==> config.mk <==
export PLATFORM = sky130hd
export DESIGN_NAME = mem_wb_writeback
export DESIGN_NICKNAME = d
export VERILOG_FILES = /design/src/rtl/mem_wb_writeback.sv
export SDC_FILE = /design/constraint.sdc
export NUM_CORES = 1
export LEC_CHECK = 0
export ABC_AREA = 1
export CAP_MARGIN = 20
export CORE_UTILIZATION = 47
export DETAILED_ROUTE_END_ITERATION = 16
export PLACE_DENSITY = 0.85
export SKIP_LAST_GASP = 1
export SLEW_MARGIN = 15
export SYNTH_ARGS = -nofsm -noshare
export SYNTH_HDL_FRONTEND = slang
export SYNTH_SLANG_ARGS = --single-unit
==> constraint.sdc <==
create_clock -name clock -period 2.35 [get_ports clock]
set_input_delay 0.3525 -clock clock [delete_from_list [all_inputs] [get_ports clock]]
set_output_delay 0.3525 -clock clock [all_outputs]
set_load 0.02 [all_outputs]
==> src/rtl/mem_wb_writeback.sv <==
`default_nettype none
// ============================================================================
// Module      : mem_wb_writeback
// Description : MEM/WB pipeline register and writeback stage. Latches the MEM
//               stage results and selects the value written back. Drives the
//               register-file write port (wb_id_*). Tracks HALT retirement with
//               a RUN/HALTED state machine. Exports a forwarding-valid flag.
// Revision    : 1.0 - initial release
// ----------------------------------------------------------------------------
// Parameters  : W  datapath width, RA register address width
// Ports       : clock, reset (sync, active-low)
//               hold, flush            hazard-unit controls (flush > hold)
//               mem_*                  MEM-stage instruction fields
//               wb_id_*                register-file write port
//               wb_fwd_valid           forwarding source valid
//               wb_halted              HALT has retired
//               wb_retired             retired count (WB_RETIRE_COUNT_EN only)
// Config      : define WB_RETIRE_COUNT_EN to build the retired-instruction
//               counter and its wb_retired port.
// ============================================================================
module mem_wb_writeback #(
    parameter int W  = 16,
    parameter int RA = 4
) (
    input  logic          clock,
    input  logic          reset,
    input  logic          hold,
    input  logic          flush,
    input  logic          mem_valid,
    input  logic          mem_reg_write,
    input  logic          mem_write_r0,
    input  logic [1:0]    mem_wb_sel,
    input  logic          mem_byte_load,
    input  logic          mem_halt,
    input  logic [RA-1:0] mem_write_reg,
    input  logic [W-1:0]  mem_alu_result,
    input  logic [W-1:0]  mem_alu_r0,
    input  logic [W-1:0]  mem_read_data,
    input  logic [W-1:0]  mem_pc_next,
    output logic [RA-1:0] wb_id_write_reg,
    output logic [W-1:0]  wb_id_write_data,
    output logic [W-1:0]  wb_id_r0,
    output logic          wb_id_reg_write_control,
    output logic          wb_id_write_r0,
    output logic          wb_fwd_valid,
    output logic          wb_halted
`ifdef WB_RETIRE_COUNT_EN
    ,
    output logic [W-1:0]  wb_retired
`endif
);

    localparam logic [1:0] C_SEL_LOAD = 2'b01;
    localparam logic [1:0] C_SEL_LINK = 2'b10;

    typedef enum logic [0:0] {
        ST_RUN    = 1'b0,
        ST_HALTED = 1'b1
    } state_t;

    state_t r_state;
    state_t w_state_next;

    // MEM/WB pipeline register fields
    logic          r_valid;
    logic          r_reg_write;
    logic          r_write_r0;
    logic [1:0]    r_wb_sel;
    logic          r_byte_load;
    logic          r_halt;
    logic [RA-1:0] r_write_reg;
    logic [W-1:0]  r_alu_result;
    logic [W-1:0]  r_alu_r0;
    logic [W-1:0]  r_read_data;
    logic [W-1:0]  r_pc_next;

    logic          w_run;
    logic          w_reg_we;
    logic          w_r0_we;
    logic          w_r0_conflict;
    logic [W-1:0]  w_load_data;

    assign w_run = (r_state == ST_RUN);

    // ------------------------------------------------------------------------
    // Pipeline register. Once halted the stage is frozen; only reset leaves it.
    // A flush clears every field, so stale data never appears on the port.
    // ------------------------------------------------------------------------
    always_ff @(posedge clock) begin
        if (!reset || (w_run && flush)) begin
            r_valid      <= 1'b0;
            r_reg_write  <= 1'b0;
            r_write_r0   <= 1'b0;
            r_wb_sel     <= 2'b00;
            r_byte_load  <= 1'b0;
            r_halt       <= 1'b0;
            r_write_reg  <= '0;
            r_alu_result <= '0;
            r_alu_r0     <= '0;
            r_read_data  <= '0;
            r_pc_next    <= '0;
        end else if (w_run && !hold) begin
            r_valid      <= mem_valid;
            r_reg_write  <= mem_reg_write;
            r_write_r0   <= mem_write_r0;
            r_wb_sel     <= mem_wb_sel;
            r_byte_load  <= mem_byte_load;
            r_halt       <= mem_halt;
            r_write_reg  <= mem_write_reg;
            r_alu_result <= mem_alu_result;
            r_alu_r0     <= mem_alu_r0;
            r_read_data  <= mem_read_data;
            r_pc_next    <= mem_pc_next;
        end
    end

    // ------------------------------------------------------------------------
    // RUN/HALTED state machine
    // ------------------------------------------------------------------------
    always_ff @(posedge clock) begin
        if (!reset) begin
            r_state <= ST_RUN;
        end else begin
            r_state <= w_state_next;
        end
    end

    always_comb begin
        w_state_next = r_state;
        case (r_state)
            ST_RUN: begin
                if (r_valid && r_halt) begin
                    w_state_next = ST_HALTED;
                end
            end
            ST_HALTED: begin
                w_state_next = ST_HALTED;
            end
            default: begin
                w_state_next = ST_RUN;
            end
        endcase
    end

    // ------------------------------------------------------------------------
    // Writeback data select and write enables
    // ------------------------------------------------------------------------
    assign w_load_data = r_byte_load ? {{(W-8){r_read_data[7]}}, r_read_data[7:0]}
                                     : r_read_data;

    always_comb begin
        wb_id_write_data = r_alu_result;
        case (r_wb_sel)
            C_SEL_LOAD: wb_id_write_data = w_load_data;
            C_SEL_LINK: wb_id_write_data = r_pc_next;
            default:    wb_id_write_data = r_alu_result;
        endcase
    end

    // An R0 write and a normal write targeting R0 would collide on the same
    // register; the dedicated R0 port carries the intended value.
    assign w_r0_conflict = (r_write_reg == '0) && r_write_r0;
    assign w_r0_we       = r_valid && r_write_r0 && !r_halt && w_run;
    assign w_reg_we      = r_valid && r_reg_write && !r_halt && w_run && !w_r0_conflict;

    assign wb_id_write_reg         = r_write_reg;
    assign wb_id_r0                = r_alu_r0;
    assign wb_id_reg_write_control = w_reg_we;
    assign wb_id_write_r0          = w_r0_we;
    assign wb_fwd_valid            = w_reg_we || w_r0_we;
    assign wb_halted               = (r_state == ST_HALTED);

`ifdef WB_RETIRE_COUNT_EN
    // An instruction retires when it leaves WB; a held instruction is
    // counted only on the edge it finally moves on.
    localparam logic [W-1:0] C_ONE = {{(W-1){1'b0}}, 1'b1};

    logic [W-1:0] r_retired;

    always_ff @(posedge clock) begin
        if (!reset) begin
            r_retired <= '0;
        end else if (r_valid && !hold && w_run) begin
            r_retired <= r_retired + C_ONE;
        end
    end

    assign wb_retired = r_retired;
`endif

endmodule
`default_nettype wire

Word-level counts from Yosys, hierarchy flattened
Index checks and enable logic that the tools add are counted.
- register bits: 76
- bits of input ports: 79
- eq/ne operators: 2
- mux-type cells: 4
- bitwise gates (word level): 1
- reduce and logical (&&, ||, !) cells: 18
- operator list (kind ; number):
    one-hot mux 16 bit (2 select lines) ; 1
    2-to-1 mux 16 bit ; 1
    logical AND 1 bit ; 11
    logical NOT 1 bit ; 4
    logical NOT 4 bit ; 1
    == test 2 x 1 -> 1 bit (second input constant) ; 1
    == test 2 bit (second input constant) ; 1
    logical OR 1 bit ; 2
    one-hot mux 1 bit (2 select lines) ; 1
    2-to-1 mux 1 bit ; 1
    inverter 1 bit ; 1

Longest topological paths before layout
- word-level depth: 5
- gate-level depth with buffers: 7
- mapped depth without buffers: 5

Worst setup path before layout
No wires, ideal clock.
- kind: reg2out
- from: register r_wb_sel[0]
- to: output wb_id_write_data[10]
- data arrival time: 1.516 ns
- required time: 1.997 ns
- path slack: 0.481 ns
- cell stages (with the launch flop): 8
- buffers on the path: 2
- cell sequence: dfxtp_1 -> inv_1 -> ha_1 -> buf_2 -> inv_1 -> buf_2 -> nor2_1 -> a21oi_1
- longest elaborated chain between the ends: 2
- ends and longest elaborated chain (what ; line ; source):
    from (decl) ; 68 ; logic [1:0] r_wb_sel;
    from (signal assigned) ; 106 ; r_wb_sel <= mem_wb_sel;
    == test 2 bit / == test 2 x 1 -> 1 bit (equally long branches) ; 153 ; case (r_wb_sel)
    one-hot mux 16 bit (2 select lines) (*) ; 153 ;
    to (decl) ; 41 ; output logic [W-1:0] wb_id_write_data,
Mark *: on every way between the ends. The rest lies on a longest branch, timed or not.

Worst setup path after layout
- from: register r_wb_sel[0]
- to: output wb_id_write_data[15]
Same word-level chain as after synthesis.

==> out/metrics.yaml <==
status: "finished clean"
fin_hold_ws_ps: 465
gp_congestion: 0.919
dp.cells: 609
grt_pass1_wl_um: 13800
fin_crit_sh_pct: 95.5
die_w_um: 83.7
syn2layout_area_growth_pct: 44.5
htree_levels: 3
ys_ff_latch: 76
synth_cells: 437
regArea_um2: 1520
wl_um: 8420
cts_max_path_buffers: 2
crit_start: "r_wb_sel[0]"
vias: 3181
p_leak_nw: 1.79
layout_setup_ws_ps: 105
grt_pass1_vias: 3045
start_util_pct: 49.1
final_layout_size_suffix_gt1_share_pct: 5.48
instances_no_fill: 624
via_per_inst: 5.10
yosys_warnings: 0
clkTransAtPathRegs_ps: 70
crit_path_end: "wb_id_write_data[15]"
clock_latency_ps: 340
die_h_um: 83.7
synth_area_per_cell_um2: 7.18
reg2reg_depth: 5
nets: 624
critPathArrivalTime_ps: 1890
core-area_um2: 6390
hold_buffers: 0
grt_max_degree: 76
root_buffer: "clkbuf_8"
drc_errors: 0
fillers: 540
wl_per_cell_um: 13.5
crit_fanout: 15
grt_overflow: 0
hpwl_um: 5950
antenna_found_initial: 0
hold_violations: 0
tightest_slew_ps: 474
finalInstanceArea_um2: 4530
fin_skew_ps: 5.59
synthFlopType: "dfxtp_1"
rows: 29
post_cts_buffers: 0
finalMaxSlewViolations: 0
clock-sinks: 76
setup_violations: 0
ys_seq_area_share_pct: 48.5
slew_headroom_pct: 68.4
async_reset_ff_share_pct: 0
pwr_density_cell_nw_per_um2: 638
cp.required_ps: 2000
period_minus_slack_ps: 2250
pin_count: 119
multi_input_area_um2: 1390
start_kind: "flip-flop"
diodes: 0
cts_tree: "yes"
synth_cell_types: 17
hp-class: "flip-flop to flip-flop"
synth_area_leader_cell: "dfxtp_1"
r2r_setup_slack_ps: 1010
die_area_um2: 7010
crit_type: "flip-flop to primary output"
place_area_um2: 4330
numCtsBuffers: 9
synthTopCellsByArea: "dfxtp_1, nand2_1, a21oi_1, buf_4, nor2_1"
syn_nets: 518
end_kind: "primary output"
netlist_top_cells_count: "nand2_1, a21oi_1, dfxtp_1"
cap_violations: 0
reg2reg_to: "r_read_data[8]"
finalSetupTns_ps: 0
rsz0062_at_grt: "no"
fmax_mhz: 445
yosysMostFrequentCell: "nand2_1"
grt_use_total_pct: 24.2
antenna_left: 0
drtIter0Drc: 228
first_pass_iters: 4
place_ws_ps: 220
r2r-start: "wb_halted"
io_buffers: 118
synth_top_area_share_pct: 48.5
peakVddDrop_mv: 0.443
synth_edf_count: 0
syn-cell-area_um2: 3140
==> report_power, final <==
| part | switching (W) | leakage [nW] | total, W | internal [W] |
|---|---|---|---|---|
| combinational | 0.000217 | 1.06 | 0.000441 | 0.000224 |
| sequential | 0.0000263 | 0.619 | 0.00136 | 0.00133 |
| clock | 0.000449 | 0.111 | 0.00110 | 0.000648 |
==> metal layers <==
metal	share of wire, %	global-route usage (%)	up-vias
met5	0	0	-
met1	43	30.6	1437
met2	48	40.1	122
li1	-	-	1605
met4	2.1	9.86	0
met3	6.9	5.34	17
==> cells in the final DEF, fill, tap and decap left out <==
| cell | count |
|---|---|
| ha_1 | 2 |
| dlygate4sd2_1 | 16 |
| nor2_4 | 1 |
| dfxtp_1 | 76 |
| nor2_1 | 20 |
| clkinv_2 | 1 |
| nand2_2 | 1 |
| clkdlybuf4s50_1 | 102 |
| a21boi_0 | 1 |
| inv_2 | 2 |
| a21oi_1 | 105 |
| bufinv_16 | 2 |
| nand2_1 | 186 |
| a21oi_2 | 3 |
| nand3_1 | 1 |
| clkinvlp_4 | 1 |
| buf_12 | 4 |
| inv_1 | 7 |
| nand3b_1 | 1 |
| clkbuf_8 | 11 |
| buf_4 | 4 |
==> how the worst min path moves through the flow <==
stage,start,endpoint,slack [ps],cells past startpoint
CTS,wb_id_r0[7],wb_id_r0[7],470,2
detailed placement,wb_id_r0[7],wb_id_r0[7],460,2
floorplan,r_read_data[10],r_read_data[10],440,2
global route,r_read_data[4],r_read_data[4],480,2
finish,wb_id_r0[7],wb_id_r0[7],460,2
global placement,wb_id_r0[13],wb_id_r0[13],450,2
==> per-stage QoR <==
step	total power (W)	utilization (%)
finish	0.00289	71.0
global route	0.00301	71.0
CTS	0.00291	71.0
detailed placement	0.00184	67.8
global placement	0.00183	67.8
floorplan	0.00160	-
==> repair_timing <==
| item | in CTS | in global routing |
|---|---|---|
| resized for setup | 16 | 0 |
| endpoints found under the setup margin | 16 | 0 |
| endpoints found under the hold margin | 0 | 0 |
==> layout make-up <==
type	instances	share of cell area (%)
tap	77	2.12
sequential	76	33.6
clock inverter	4	1.60
clock buffer	11	3.34
timing repair buffer	126	28.0
multi-input combinational	321	30.6
inverter	9	0.745
==> critical path: stages (launching register included) <==
cell	delay, ps
dfxtp_1	360
inv_1	60
ha_1	300
inv_1	120
buf_12	150
nor2_1	40
a21oi_1	140
dlygate4sd2_1	390
==> cells by family after synthesis <==
group	count (synthesis)	share of synthesized area, %
fa+ha+maj	2	0.797
flops	76	48.5
simple gates	210	25.6
buf+inv	40	7.30
compound gates	109	17.8
Note: power is estimated with default switching activity, not from simulation.
==> RTL edit 1 (same flow settings) <==
Put a register stage on the outputs `wb_id_reg_write_control`, `wb_id_write_r0`, `wb_fwd_valid` and `wb_halted`, cleared by the reset. The values now appear one clock later. The other outputs are not delayed to match.
--- a/src/rtl/mem_wb_writeback.sv
+++ b/src/rtl/mem_wb_writeback.sv
@@ -166,8 +166,17 @@
     assign wb_id_write_reg         = r_write_reg;
     assign wb_id_r0                = r_alu_r0;
-    assign wb_id_reg_write_control = w_reg_we;
-    assign wb_id_write_r0          = w_r0_we;
-    assign wb_fwd_valid            = w_reg_we || w_r0_we;
-    assign wb_halted               = (r_state == ST_HALTED);
+    always_ff @(posedge clock) begin
+        if (!reset) begin
+            wb_id_reg_write_control <= '0;
+            wb_id_write_r0          <= '0;
+            wb_fwd_valid            <= '0;
+            wb_halted               <= '0;
+        end else begin
+            wb_id_reg_write_control <= w_reg_we;
+            wb_id_write_r0          <= w_r0_we;
+            wb_fwd_valid            <= w_reg_we || w_r0_we;
+            wb_halted               <= (r_state == ST_HALTED);
+        end
+    end
 
 `ifdef WB_RETIRE_COUNT_EN
Formal check against the unedited RTL: not equivalent (a bounded check fails within 4 cycles, from zero or initial values and one cycle with reset low).
==> RTL edit 1 against the original RTL <==
  * Area after synthesis rose by 8.7%
  * Count of clock-buffer cells in the layout down 1
  * Final area grew 4.5%
  * Wire length grew 5.0%
  * Power fell by 3.8%
  * Sequential cell count increased by 4
  * Worst setup slack improved by 0.0020 ns
==> RTL edit 1: results (changes against the original RTL) <==
stage,metric,value,unit,change
worst_setup_path,cpPeakStageDelay,0.37,ns,-0.02 ns
placement,place_congestion,0.840,,-8.6%
worst_hold_path,holdPathEnd,wb_id_r0[10]$_SDFFE_PP0P_,,
finish,clkbuf_count,10,,-1
drt,via_count,3259,,+2.5%
worst_setup_path,r2r-end,wb_id_r0[2]$_SDFFE_PP0P_,,
finish,areaGrowthSynthToFinish,39.0,%,
grt,grt_max_degree,48,,-37%
drt,wl_per_cell,13.5,um,-0.24%
yosys,synth.distinct_cells,14,,-3
drt,drt_iter0_markers,176,,-23%
drt,routed-wl-met2,4170,um,+4.1%
yosys,synthTopCellsByCount,"nand2_1, dfxtp_1, a21oi_1",,
finish,nFlopsAndLatches,80,,+5.3%
worst_setup_path,r2r_start,r_state$_SDFF_PN0_,,
placement,hpwl,6160,um,+3.6%
yosys,syn_inst,446,,+2.1%
run_status,status,finished clean,,
grt,globalRouteMet1Util,30.3,%,-0.31 points
grt,use_met2,39.0,%,-1.0 points
placement,placed_area,4620,um2,+6.7%
timing,slew_headroom,68.3,%,-0.12 points
worst_setup_path,crit_end,wb_id_write_data[0],,
grt,grt_pass1_wl,14200,um,+3.2%
worst_setup_path,cp_slowest_cell,dfxtp_1,,
drt,wl_met1,3740,um,+2.4%
drt,wirelength,8840,um,+5.0%
finish,buffers,130,,+3.2%
finish,drive_gt1_share,16.4,%,+11 points
finish,multi_input_area,1570,um2,+13%
finish,clk_share,3.64,%,-1.3 points
power,ir_drop,0.442,mV,-0.33%
finish,buffer_area_share,26.0,%,-2.1 points
grt,grtUsageMet3,5.69,%,+0.35 points
worst_hold_path,min-delay-start,wb_id_r0[10]$_SDFFE_PP0P_,,
yosys,synth-adder-area-share,0.734,%,-0.064 points
grt,grt_usage,24.3,%,+0.042 points
power,power.leakage,1.81,nW,+1.0%
finish,seq-cell-share,33.8,%,+0.24 points
finish,inverters_excl_clock,11,,+2
finish,nFillCells,606,,+12%
yosys,seq_area_frac_synth,47.0,%,-1.5 points
worst_setup_path,path_max_fanout,8,,-7
timing,hold_slack,0.467,ns,+0.00202 ns
timing,fin_skew,0.0120,ns,+0.00640 ns
-- RTL edit 1: cell types whose count changed after synthesis --
cell and change:
dfxtp_1 +4, buf_6 +3, buf_2 +2, buf_4 -5, a21boi_0 -1, nand3b_1 -1
a21oi_2 +47, nand3_1 +2, a21oi_1 -48, inv_1 +2, nand2_1 +5, nand2_2 -1
-- RTL edit 1: per-stage QoR --
step	power (mW)	setup slack (ns)
after floorplan	1.69	0.481
after global placement	1.93	0.195
after detailed placement	1.93	0.149
after CTS	2.80	0.0261
after global routing	2.90	0.00112
final	2.78	0.107
-- RTL edit 1: report_power, final --
| group | leakage (nW) | internal, mW | switching [mW] |
|---|---|---|---|
| clock | 0.0878 | 0.405 | 0.494 |
| sequential | 0.651 | 1.40 | 0.0243 |
| combinational | 1.07 | 0.224 | 0.239 |
-- RTL edit 1: critical path, delay by kind of cell, from the launching register on --
family          cells  cell delay [ns]
compound gates      1             0.12
fa+ha+maj           1             0.35
flops               1             0.37
buf+inv             4             0.65
simple gates        1             0.06
==> RTL edit 2 (same settings) <==
Made on the original files. The option `WB_RETIRE_COUNT_EN` is turned on by a define.
--- a/src/rtl/mem_wb_writeback.sv
+++ b/src/rtl/mem_wb_writeback.sv
@@ -19,4 +19,6 @@
 //               counter and its wb_retired port.
 // ============================================================================
+`define WB_RETIRE_COUNT_EN
+
 module mem_wb_writeback #(
     parameter int W  = 16,
Function (old outputs only; new: wb_retired): kept (equiv_simple and equiv_induct, registers matched by name and starting in step).
==> RTL edit 2 against the original RTL <==
  * Worst setup slack improved by 0.075 ns
  * Wire length grew 27%
  * First-iteration DRC count up 17%
  * Sequential cell count rose by 16
  * Power up 11%
  * Sequential power is 20% higher
  * Fmax increased by 3.4%
  * Final cell count grew 25%
  * Clock skew up 0.0014 ns
  * Area after synthesis rose by 24%
  * Synthesized cell count increased by 26%
  * Utilization shrank 0.61 points
  * Final area up 22%
==> RTL edit 2: results (changes against the original RTL) <==
stage,metric,value,unit,change
run_status,status,finished clean,,
placement,hpwl,7860,um,+32%
worst_setup_path,cp_slowest_cell,dfxtp_1,,
finish,inverters_excl_clock,36,,+27
yosys,synth.distinct_cells,22,,+5
placement,dp_slack,0.234,ns,+0.0141 ns
finish,clk_share,3.71,%,-1.2 points
worst_setup_path,critPathMostFrequentCell,o21ai_0,,
worst_setup_path,path_delay_family,compound AO/OA/AOI/OAI gates,,
grt,grt_usage,25.3,%,+1.1 points
finish,nMultiInputCombCells,389,,+21%
finish,drive_gt1_share,4.87,%,-0.61 points
yosys,seq_area_frac_synth,47.4,%,-1.1 points
clock_tree,cts.sinks,92,,+21%
drt,wl_per_cell,13.8,um,+2.1%
grt,grt_pass1_wl,17400,um,+26%
worst_hold_path,min-delay-start,r_halt$_SDFFE_PP0P_,,
yosys,synthTopCellsByCount,"nand2_1, dfxtp_1, a21oi_1",,
drt,met3WireLength,806,um,+38%
drt,dr.pass1.iters,5,,+1
drt,routed-wl-met2,5220,um,+30%
worst_hold_path,holdPathEnd,wb_halted$_SDFF_PN0_,,
yosys,synth-adder-area-share,0.966,%,+0.17 points
worst_setup_path,cpPeakStageDelay,0.46,ns,+0.07 ns
finish,clkbuf_count,10,,-1
yosys,mappedNetlistNets,632,,+22%
grt,grt_max_degree,64,,-16%
power,powerComb,0.461,mW,+4.5%
die,nWellTaps,102,,+32%
finish,fin_nets,755,,+21%
drt,wl_met1,4510,um,+23%
power,pwr-share-clk,34.6,%,-3.3 points
yosys,synth-compound-area-share,18.0,%,+0.14 points
finish,nFillCells,648,,+20%
power,power.leakage,2.12,nW,+18%
timing,worstMarginPinSlew,0.477,ns,+0.00359 ns
finish,buffers,145,,+15%
power,swShare,24.3,%,+0.38 points
worst_setup_path,r2r-end,r_wb_sel[0]$_SDFFE_PP0P_,,
worst_setup_path,path_max_fanout,10,,-5
drt,routed_via_density,5.15,,+0.93%
finish,multi_input_area,1770,um2,+28%
yosys,synthXorXnorAreaFrac,0.225,%,+0.23 points
power,ir_drop,0.343,mV,-23%
yosys,netlist_top_cells_area,"dfxtp_1, nand2_1, a21oi_1, nor2_1, inv_1",,
drt,drt_iter0_markers,266,,+17%
worst_setup_path,arrival,1.82,ns,-0.07 ns
[RTL edit 2: changes by cell type after synthesis, sizes merged, moves of 13 or more]
cell / delta
a211oi: +13
a21oi: -21
dfxtp: +16
inv: +27
nor2: +35
o21ai: +21
[RTL edit 2: kinds of logic after synthesis]
kind of cell,Yosys count
buffers and inverters,69
DFF,92
xor gates and xnor gates,1
and+or+nand+nor,256
AOI/OAI and AO/OA,129
adders and majority gates,3
[RTL edit 2: per-stage QoR]
stage / area (um2) / TNS (ns) / hold slack [ns] / std cells
after floorplan: 3890 / 0 / 0.432 / 550
after global placement: 5330 / 0 / 0.443 / 764
after detailed placement: 5330 / 0 / 0.447 / 764
after CTS: 5520 / -0.0846 / 0.460 / 779
after global routing: 5520 / 0 / 0.482 / 779
final: 5520 / 0 / 0.463 / 779
[RTL edit 2: worst max-delay path by stage]
stage	start	end	cells after the start	slack [ns]
after global placement	r_wb_sel[0]$_SDFFE_PP0P_	wb_id_write_data[7]	6	0.27
after detailed placement	r_wb_sel[0]$_SDFFE_PP0P_	wb_id_write_data[7]	6	0.23
after floorplan	r_wb_sel[0]$_SDFFE_PP0P_	wb_id_write_data[0]	6	0.50
after global routing	r_byte_load$_SDFFE_PP0P_	wb_id_write_data[13]	5	0.02
after CTS	r_wb_sel[0]$_SDFFE_PP0P_	wb_id_write_data[0]	6	-0.08
final	r_byte_load$_SDFFE_PP0P_	wb_id_write_data[8]	5	0.18
[RTL edit 2: repair_timing]
| action | CTS | global route |
|---|---|---|
| endpoints found under the setup margin | 16 | 1 |
| pin swaps | 0 | 0 |
| cloned | 0 | 0 |
| gates resized for setup | 16 | 1 |
[RTL edit 2: layer usage]
metal	up-vias	global-route usage, %
li1	2017	-
met1	1806	32.3
met2	168	42.3
met3	17	5.25
met4	0	8.59
met5	-	0
